File: src/rtl/hazard_fwd_unit_if.sv
// Bus between the pipeline control path and the hazard/forwarding unit.
// master: pipeline side (drives stage info, observes selects/stall/status).
// slave : hazard_fwd_unit (consumes stage info, drives selects/stall/status).
interface hazard_fwd_unit_if #(
   parameter int unsigned NSRC  = 2,
   parameter int unsigned AW    = 5,
   parameter int unsigned CNT_W = 32
);
   // ID stage
   logic                 id_valid;
   logic [NSRC*AW-1:0]   id_src;
   logic [AW-1:0]        id_rd;
   logic                 id_regwrite;
   logic                 id_is_mc;
   // EX stage
   logic                 ex_valid;
   logic [NSRC*AW-1:0]   ex_src;
   logic [AW-1:0]        ex_rd;
   logic                 ex_regwrite;
   logic                 ex_is_load;
   logic                 ex_is_mc;
   // EX/MEM and MEM/WB writers
   logic [AW-1:0]        mem_rd;
   logic                 mem_regwrite;
   logic [AW-1:0]        wb_rd;
   logic                 wb_regwrite;
   // Results
   logic [NSRC*2-1:0]    fwd_sel;
   logic                 stall_id;
   logic                 mc_busy;
   logic                 mc_done;
   logic [AW-1:0]        mc_rd;
   logic                 mc_ovf;
   logic [CNT_W-1:0]     stall_cnt;

   modport master (
      output id_valid, id_src, id_rd, id_regwrite, id_is_mc,
             ex_valid, ex_src, ex_rd, ex_regwrite, ex_is_load, ex_is_mc,
             mem_rd, mem_regwrite, wb_rd, wb_regwrite,
      input  fwd_sel, stall_id, mc_busy, mc_done, mc_rd, mc_ovf, stall_cnt
   );

   modport slave (
      input  id_valid, id_src, id_rd, id_regwrite, id_is_mc,
             ex_valid, ex_src, ex_rd, ex_regwrite, ex_is_load, ex_is_mc,
             mem_rd, mem_regwrite, wb_rd, wb_regwrite,
      output fwd_sel, stall_id, mc_busy, mc_done, mc_rd, mc_ovf, stall_cnt
   );
endinterface

File: src/rtl/hazard_fwd_unit.sv
// Hazard detection and EX operand forwarding for a 5-stage pipeline, with a
// one-entry scoreboard for an outstanding multi-cycle (MDU) op and a
// saturating stall-cycle counter.
// Ports:
//   clk  - rising-edge clock
//   rst  - synchronous active-high reset
//   bus  - hazard_fwd_unit_if slave: ID/EX/MEM/WB stage info in;
//          fwd_sel, stall_id (combinational) and mc_busy, mc_done, mc_rd,
//          mc_ovf, stall_cnt (from registered state) out
module hazard_fwd_unit #(
   parameter int unsigned NSRC   = 2,
   parameter int unsigned AW     = 5,
   parameter int unsigned MC_LAT = 4,
   parameter int unsigned CNT_W  = 32
) (
   input logic               clk,
   input logic               rst,
   hazard_fwd_unit_if.slave  bus
);

   localparam int unsigned CW = $clog2(MC_LAT + 1);

   logic [CW-1:0]       count_q, count_d;
   logic [AW-1:0]       mc_rd_q, mc_rd_d;
   logic                mc_ovf_q, mc_ovf_d;
   logic [CNT_W-1:0]    stall_cnt_q, stall_cnt_d;

   logic [NSRC*2-1:0]   fwd_sel_c;
   logic                stall_id_c;
   logic                ex_match, sb_match;
   logic [AW-1:0]       id_s, ex_s;
   logic                mc_capture;

   // Forwarding select per EX operand; EX/MEM wins over MEM/WB, r0 never forwarded
   always_comb begin
      fwd_sel_c = '0;
      ex_s      = '0;
      for (int i = 0; i < int'(NSRC); i++) begin
         ex_s = bus.ex_src[i*AW +: AW];
         if (!rst && ex_s != '0) begin
            if (bus.mem_regwrite && bus.mem_rd == ex_s)
               fwd_sel_c[i*2 +: 2] = 2'b10;
            else if (bus.wb_regwrite && bus.wb_rd == ex_s)
               fwd_sel_c[i*2 +: 2] = 2'b01;
         end
      end
   end

   // Source-operand matches against the EX destination and the scoreboard entry
   always_comb begin
      ex_match = 1'b0;
      sb_match = 1'b0;
      id_s     = '0;
      for (int i = 0; i < int'(NSRC); i++) begin
         id_s = bus.id_src[i*AW +: AW];
         if (id_s != '0) begin
            if (id_s == bus.ex_rd) ex_match = 1'b1;
            if (id_s == mc_rd_q)   sb_match = 1'b1;
         end
      end
   end

   // Stall: load-use, MC-in-EX RAW, scoreboard RAW, WAW, structural
   always_comb begin
      stall_id_c = 1'b0;
      if (!rst && bus.id_valid) begin
         stall_id_c =
            (bus.ex_valid && bus.ex_is_load && bus.ex_regwrite && ex_match) ||
            (bus.ex_valid && bus.ex_is_mc && ex_match) ||
            ((count_q != '0) && sb_match) ||
            ((count_q != '0) && bus.id_regwrite && (bus.id_rd != '0) &&
             (bus.id_rd == mc_rd_q)) ||
            (bus.id_is_mc && ((count_q != '0) || (bus.ex_valid && bus.ex_is_mc)));
      end
   end

   assign mc_capture = bus.ex_valid && bus.ex_is_mc;

   // Scoreboard and stall counter next state; an overlapping capture is dropped
   // but the running op keeps counting down
   always_comb begin
      count_d     = count_q;
      mc_rd_d     = mc_rd_q;
      mc_ovf_d    = mc_ovf_q;
      stall_cnt_d = stall_cnt_q;
      if (mc_capture && count_q == '0) begin
         count_d = CW'(MC_LAT);
         mc_rd_d = bus.ex_rd;
      end else begin
         if (mc_capture)     mc_ovf_d = 1'b1;
         if (count_q != '0)  count_d  = count_q - CW'(1);
      end
      if (stall_id_c && stall_cnt_q != '1)
         stall_cnt_d = stall_cnt_q + CNT_W'(1);
   end

   // State registers
   always_ff @(posedge clk) begin
      if (rst) begin
         count_q     <= '0;
         mc_rd_q     <= '0;
         mc_ovf_q    <= 1'b0;
         stall_cnt_q <= '0;
      end else begin
         count_q     <= count_d;
         mc_rd_q     <= mc_rd_d;
         mc_ovf_q    <= mc_ovf_d;
         stall_cnt_q <= stall_cnt_d;
      end
   end

   assign bus.fwd_sel   = fwd_sel_c;
   assign bus.stall_id  = stall_id_c;
   assign bus.mc_busy   = (count_q != '0);
   assign bus.mc_done   = (count_q == CW'(1));
   assign bus.mc_rd     = mc_rd_q;
   assign bus.mc_ovf    = mc_ovf_q;
   assign bus.stall_cnt = stall_cnt_q;

endmodule

File: src/flat_wrapper.sv
// flat-port wrapper written by rule: the top's interface ports become plain ports
module hazard_fwd_unit_flat 
#(
   parameter int unsigned NSRC   = 2,
   parameter int unsigned AW     = 5,
   parameter int unsigned MC_LAT = 4,
   parameter int unsigned CNT_W  = 32
)
  (clk, rst, bus_id_valid, bus_id_src, bus_id_rd, bus_id_regwrite, bus_id_is_mc, bus_ex_valid, bus_ex_src, bus_ex_rd, bus_ex_regwrite, bus_ex_is_load, bus_ex_is_mc, bus_mem_rd, bus_mem_regwrite, bus_wb_rd, bus_wb_regwrite, bus_fwd_sel, bus_stall_id, bus_mc_busy, bus_mc_done, bus_mc_rd, bus_mc_ovf, bus_stall_cnt);
  hazard_fwd_unit_if #(.NSRC(NSRC), .AW(AW), .CNT_W(CNT_W)) bus_i ();
  input logic clk;
  input logic rst;
  input wire logic [$bits(bus_i.id_valid)-1:0] bus_id_valid;
  input wire logic [$bits(bus_i.id_src)-1:0] bus_id_src;
  input wire logic [$bits(bus_i.id_rd)-1:0] bus_id_rd;
  input wire logic [$bits(bus_i.id_regwrite)-1:0] bus_id_regwrite;
  input wire logic [$bits(bus_i.id_is_mc)-1:0] bus_id_is_mc;
  input wire logic [$bits(bus_i.ex_valid)-1:0] bus_ex_valid;
  input wire logic [$bits(bus_i.ex_src)-1:0] bus_ex_src;
  input wire logic [$bits(bus_i.ex_rd)-1:0] bus_ex_rd;
  input wire logic [$bits(bus_i.ex_regwrite)-1:0] bus_ex_regwrite;
  input wire logic [$bits(bus_i.ex_is_load)-1:0] bus_ex_is_load;
  input wire logic [$bits(bus_i.ex_is_mc)-1:0] bus_ex_is_mc;
  input wire logic [$bits(bus_i.mem_rd)-1:0] bus_mem_rd;
  input wire logic [$bits(bus_i.mem_regwrite)-1:0] bus_mem_regwrite;
  input wire logic [$bits(bus_i.wb_rd)-1:0] bus_wb_rd;
  input wire logic [$bits(bus_i.wb_regwrite)-1:0] bus_wb_regwrite;
  output wire logic [$bits(bus_i.fwd_sel)-1:0] bus_fwd_sel;
  output wire logic [$bits(bus_i.stall_id)-1:0] bus_stall_id;
  output wire logic [$bits(bus_i.mc_busy)-1:0] bus_mc_busy;
  output wire logic [$bits(bus_i.mc_done)-1:0] bus_mc_done;
  output wire logic [$bits(bus_i.mc_rd)-1:0] bus_mc_rd;
  output wire logic [$bits(bus_i.mc_ovf)-1:0] bus_mc_ovf;
  output wire logic [$bits(bus_i.stall_cnt)-1:0] bus_stall_cnt;
  assign bus_i.id_valid = bus_id_valid;
  assign bus_i.id_src = bus_id_src;
  assign bus_i.id_rd = bus_id_rd;
  assign bus_i.id_regwrite = bus_id_regwrite;
  assign bus_i.id_is_mc = bus_id_is_mc;
  assign bus_i.ex_valid = bus_ex_valid;
  assign bus_i.ex_src = bus_ex_src;
  assign bus_i.ex_rd = bus_ex_rd;
  assign bus_i.ex_regwrite = bus_ex_regwrite;
  assign bus_i.ex_is_load = bus_ex_is_load;
  assign bus_i.ex_is_mc = bus_ex_is_mc;
  assign bus_i.mem_rd = bus_mem_rd;
  assign bus_i.mem_regwrite = bus_mem_regwrite;
  assign bus_i.wb_rd = bus_wb_rd;
  assign bus_i.wb_regwrite = bus_wb_regwrite;
  assign bus_fwd_sel = bus_i.fwd_sel;
  assign bus_stall_id = bus_i.stall_id;
  assign bus_mc_busy = bus_i.mc_busy;
  assign bus_mc_done = bus_i.mc_done;
  assign bus_mc_rd = bus_i.mc_rd;
  assign bus_mc_ovf = bus_i.mc_ovf;
  assign bus_stall_cnt = bus_i.stall_cnt;
  hazard_fwd_unit #(.NSRC(NSRC), .AW(AW), .MC_LAT(MC_LAT), .CNT_W(CNT_W)) u_core (.clk(clk), .rst(rst), .bus(bus_i));
endmodule
File: config.mk
export PLATFORM = sky130hd
export DESIGN_NAME = hazard_fwd_unit_flat
export DESIGN_NICKNAME = d
export VERILOG_FILES = /design/src/rtl/hazard_fwd_unit_if.sv /design/src/rtl/hazard_fwd_unit.sv /design/src/flat_wrapper.sv
export SDC_FILE = /design/constraint.sdc
export NUM_CORES = 1
export LEC_CHECK = 0
export ABC_AREA = 1
export ABC_CLOCK_PERIOD_IN_PS = 1900
export CAP_MARGIN = 25
export CORE_UTILIZATION = 44
export DETAILED_ROUTE_END_ITERATION = 8
export GPL_TIMING_DRIVEN = 0
export PLACE_DENSITY_LB_ADDON = 0.08
export SETUP_SLACK_MARGIN = 0.3
export SLEW_MARGIN = 5
export SYNTH_ARGS = -nofsm -noshare
export SYNTH_HDL_FRONTEND = slang
export SYNTH_SLANG_ARGS = --single-unit
File: constraint.sdc
create_clock -name clk -period 1.9 [get_ports clk]
set_clock_uncertainty 0.2 [all_clocks]
set_input_delay 0.38 -clock clk [delete_from_list [all_inputs] [get_ports clk]]
set_output_delay 0.38 -clock clk [all_outputs]
set_load 0.02 [all_outputs]
==> key figures <==
Outcome
  • Status: finished, violations left
  • Failing checks: negative setup slack

Clock tree
  • Clock-pin slew on the worst setup and hold paths: 0.08 ns
  • Clock sink total: 41
  • # hold bufs at CTS: 0
  • Cts bufs inserted: 5
  • TritonCTS clock tree: built
  • Deepest clock path buffer count: 2
  • Root Buffer Master: clkbuf_8
  • H-tree depth: 2
  • Clock Latency Late Sink: 0.30 ns

Setup path
  • CP cell instances: inv_2 > ha_4 > nand2_8 > nand2_2 > nor2_1 > nand3_1 > nor2_1 > nor2_2 > nand3_4 > buf_6 > buf_6 > buf_6 > buf_6 > nand3_4 > buf_4 > nand2_1 > a21oi_1
  • Worst setup path end: u_core.bus.stall_cnt[6]
  • Critical Path AT: 2.33 ns
  • R2r worst-path depth: 17
  • Critical Path RT: about 1.9 ns
  • Critical Path Most Common Cell: buf_6
  • Crit Reg-Reg Startpoint: u_core.count_q[0]
  • WP depth: 17
  • CP peak stage delay: 0.34 ns
  • Worst R2R End: u_core.bus.stall_cnt[6]
  • Worst Setup SP: u_core.count_q[0]
  • Flop-to-flop setup slack: -0.46 ns
  • Crit. End Element: register
  • Critical path's slowest cell: dfxtp_2
  • Worst Path Buf+Inv: 6
  • Worst Setup Start Kind: register
  • Worst-path fanout max: 8
  • Setup CP Type: register to register
  • Kind of cell adding the most delay to the critical path: simple AND/OR/NAND/NOR gates

Power and ir drop
  • Combinational power share: 45.9%
  • Switching share of power: a little over a third
  • Power share of the sequential group: 31.7%
  • Pleak: ~2.2 nW
  • NetSw: ~1.1 mW
  • Clock network fraction of total power: 22.4%
  • Maximum VDD drop: 0.395 mV
  • Int Pwr: approximately 2.0 mW
  • Pwr Density: 632 nW/um^2

Logic synthesis
  • Post-synth EDFFs: 0
  • Synth area leaders: dfxtp_1 25%, nand2_1 17%, xor2_1 11%
  • Post-synthesis cell area: roughly 3300 um^2
  • Number of distinct library cells after synthesis: 32
  • Ys async rst share: 0%
  • Syn_nets: about 600
  • Most frequent cell after synthesis: nand2_1
  • Cell count after synthesis: 535
  • Flops & latches, synth: 41
  • Average cell area after synthesis: around 6 um^2
  • Leading area contributor after synthesis: dfxtp_1
  • Seq/Total Area, Yosys: 25.0%
  • Primary FF master, synth: dfxtp_1
  • Share of the synthesized area in the top cell type: 25.0%
  • Most frequent cells after synthesis: 146 x nand2_1, 71 x nor2_1, 60 x inv_1
  • Yosys Warn Count: 0

STA
  • Setup TNS: -13.60 ns
  • Number of max-slew violations in the final report: 0
  • Period utilization: 124%
  • Tmin final: 2.36 ns
  • Fin. Hold Viols: 0
  • Slew headroom: 50.3%
  • Final WS setup: -0.459 ns
  • Worst hold slack: 0.287 ns
  • Achievable Freq: 424 MHz
  • # setup viols final: 38
  • Unrepaired setup endpoints after global routing: true
  • Worst-Margin Slew: roughly 0.75 ns

Drt
  • WL final: about 11,000 um
  • Via density per instance: between 5 and 6
  • Starting DRT DRC Count: 232
  • Via Count: 3,968
  • DRC viols: 0
  • TritonRoute pass-1 iters: 7
  • Routed len/inst: 14.6 um
  • Post-route ant nets: 0

Placement
  • PortBufs: 94
  • Routability cong.: 0.972
  • Placed instance count: 728
  • Placed inst area: 4480 um^2
  • DP HPWL: 8060 um

Floorplan
  • Core area: slightly above 7000 um^2
  • Initial core utilization: 45.4%
  • I/O Pins: 96
  • Die height: approximately 88 um
  • FP Rows: 31
  • Die Area: 7800 um^2
  • Die W: 88.3 um

Finish
  • Fin area: 4990 um^2
  • Final net count: 722
  • Share of cells above drive strength 1: 32.8%
  • Number of fill cells: between 600 and 700
  • Seq. cell area: 870 um^2
  • Multi-input logic area: between 2000 and 2500 um^2
  • Post-Layout Cell Count: 767
  • ANT cells: 0
  • Area grow syn2layout: 52.4%

Run
  • Max cap viols: 0

GRT
  • Initial antenna violation count: 0
  • First-pass GRT wire length: about 17,000 um
  • Total GRT Usage: 27.7%
  • Pin count of the biggest net entering global routing: 13
  • Vias in the first global route: 3,505
  • GR Overflow Total: 0

Min path
  • Hold WC Path Type: register to register
## cells by family (layout without fill, tap and decap cells)
| logic type | count (synthesis) | count (layout) | synth area share, % |
|---|---|---|---|
| compound gates | 55 | 55 | 9.05 |
| xor+xnor | 48 | 48 | 12.8 |
| fa+ha+maj | 4 | 4 | 1.53 |
| buf+inv | 76 | 209 | 9.50 |
| flops | 41 | 41 | 25.0 |
| mux | 1 | 1 | 0.305 |
| simple gates | 310 | 310 | 41.8 |
## worst min path at each step
| stage | startpoint | to | slack, ns | cells past startpoint |
|---|---|---|---|---|
| after floorplan | u_core.count_q[2] | u_core.count_q[2] | 0.28 | 1 |
| after global placement | u_core.bus.mc_ovf | u_core.bus.mc_ovf | 0.25 | 2 |
| after detailed placement | u_core.bus.mc_ovf | u_core.bus.mc_ovf | 0.26 | 2 |
| after CTS | u_core.bus.mc_ovf | u_core.bus.mc_ovf | 0.27 | 2 |
| after global routing | u_core.bus.stall_cnt[17] | u_core.bus.stall_cnt[17] | 0.31 | 2 |
| final | u_core.bus.stall_cnt[17] | u_core.bus.stall_cnt[17] | 0.29 | 2 |
## sequential cells by signal, indices dropped and copies added (netlist names)
signal and flops:
u_core.count_q 3, u_core.bus.mc_ovf 1, u_core.bus.stall_cnt 32, u_core.bus.mc_rd 5
## tightest hold or removal path: cells and delay by family (launching register included)
family	cells	cell delay, ns
compound gates	1	0.04
flops	1	0.35
simple gates	1	0.06
## power by group through the flow
stage	Clock, mW	Combinational [mW]	Sequential (mW)
2_1_floorplan	0	0.625	1.04
3_3_place_gp	0	1.01	1.01
3_5_place_dp	0	1.03	1.01
4_1_cts	0.705	1.30	0.998
5_1_grt	0.751	1.56	1.01
6_report	0.706	1.45	1.00
## metal layers
metal / wire length, um / up-vias / GRT usage, %
met3: 737 / 12 / 3.64
met5: 0 / - / 0
met4: 131 / 0 / 6.45
met2: 5370 / 149 / 46.9
li1: - / 2002 / -
met1: 4960 / 1805 / 37.4
## through the flow
stage               power (mW)  utilization, %  worst slack, ns
finish                    3.16            69.2           -0.459
global route              3.32            69.2           -0.548
CTS                       3.01            67.2           -0.404
detailed placement        2.05            62.1            -1.11
global placement          2.02            62.1            -1.10
floorplan                 1.66               -         -0.00387
## final cells by class
class	count	share of cell area, %
Timing Repair Buffer	125	21.7
Sequential cell	41	17.4
Inverter	60	4.71
Multi-Input combinational cell	418	49.3
Buffer	16	2.23
Tap cell	99	2.48
Clock buffer	6	1.45
Clock inverter	2	0.676
## cell usage in the layout, fill, tap and decap left out, types with 6 or more instances in the layout
cell type        Yosys  layout
inv_2                0       8
inv_1               60      49
dlygate4sd2_1        0      20
nor2_2               1       9
clkbuf_8             0       6
nand2_2              2      18
nor2_1              71      59
xor2_1              40      38
nand3_1             22      21
dfxtp_1             41       8
nand2_1            146     122
nand2_4              0       7
xnor2_1              8       8
clkbuf_2             0      23
dfxtp_2              0      30
a21oi_1             38      28
nor3_1              17      14
buf_2                3      11
a21oi_2              0      10
clkbuf_1            10       8
buf_6                3      20
clkdlybuf4s15_2      0      17
buf_4                0      25
nand4_1             36      36
## timing repair
action / 4_1_cts / 5_1_grt
resized for setup: 268 / 105
hold endpoints to repair: 0 / 0
setup buffers: 24 / 4
cloned: 1 / 2
endpoints found under the setup margin: 81 / 74
pin swaps: 28 / 23
No activity file was read; power rests on OpenSTA's default activity.
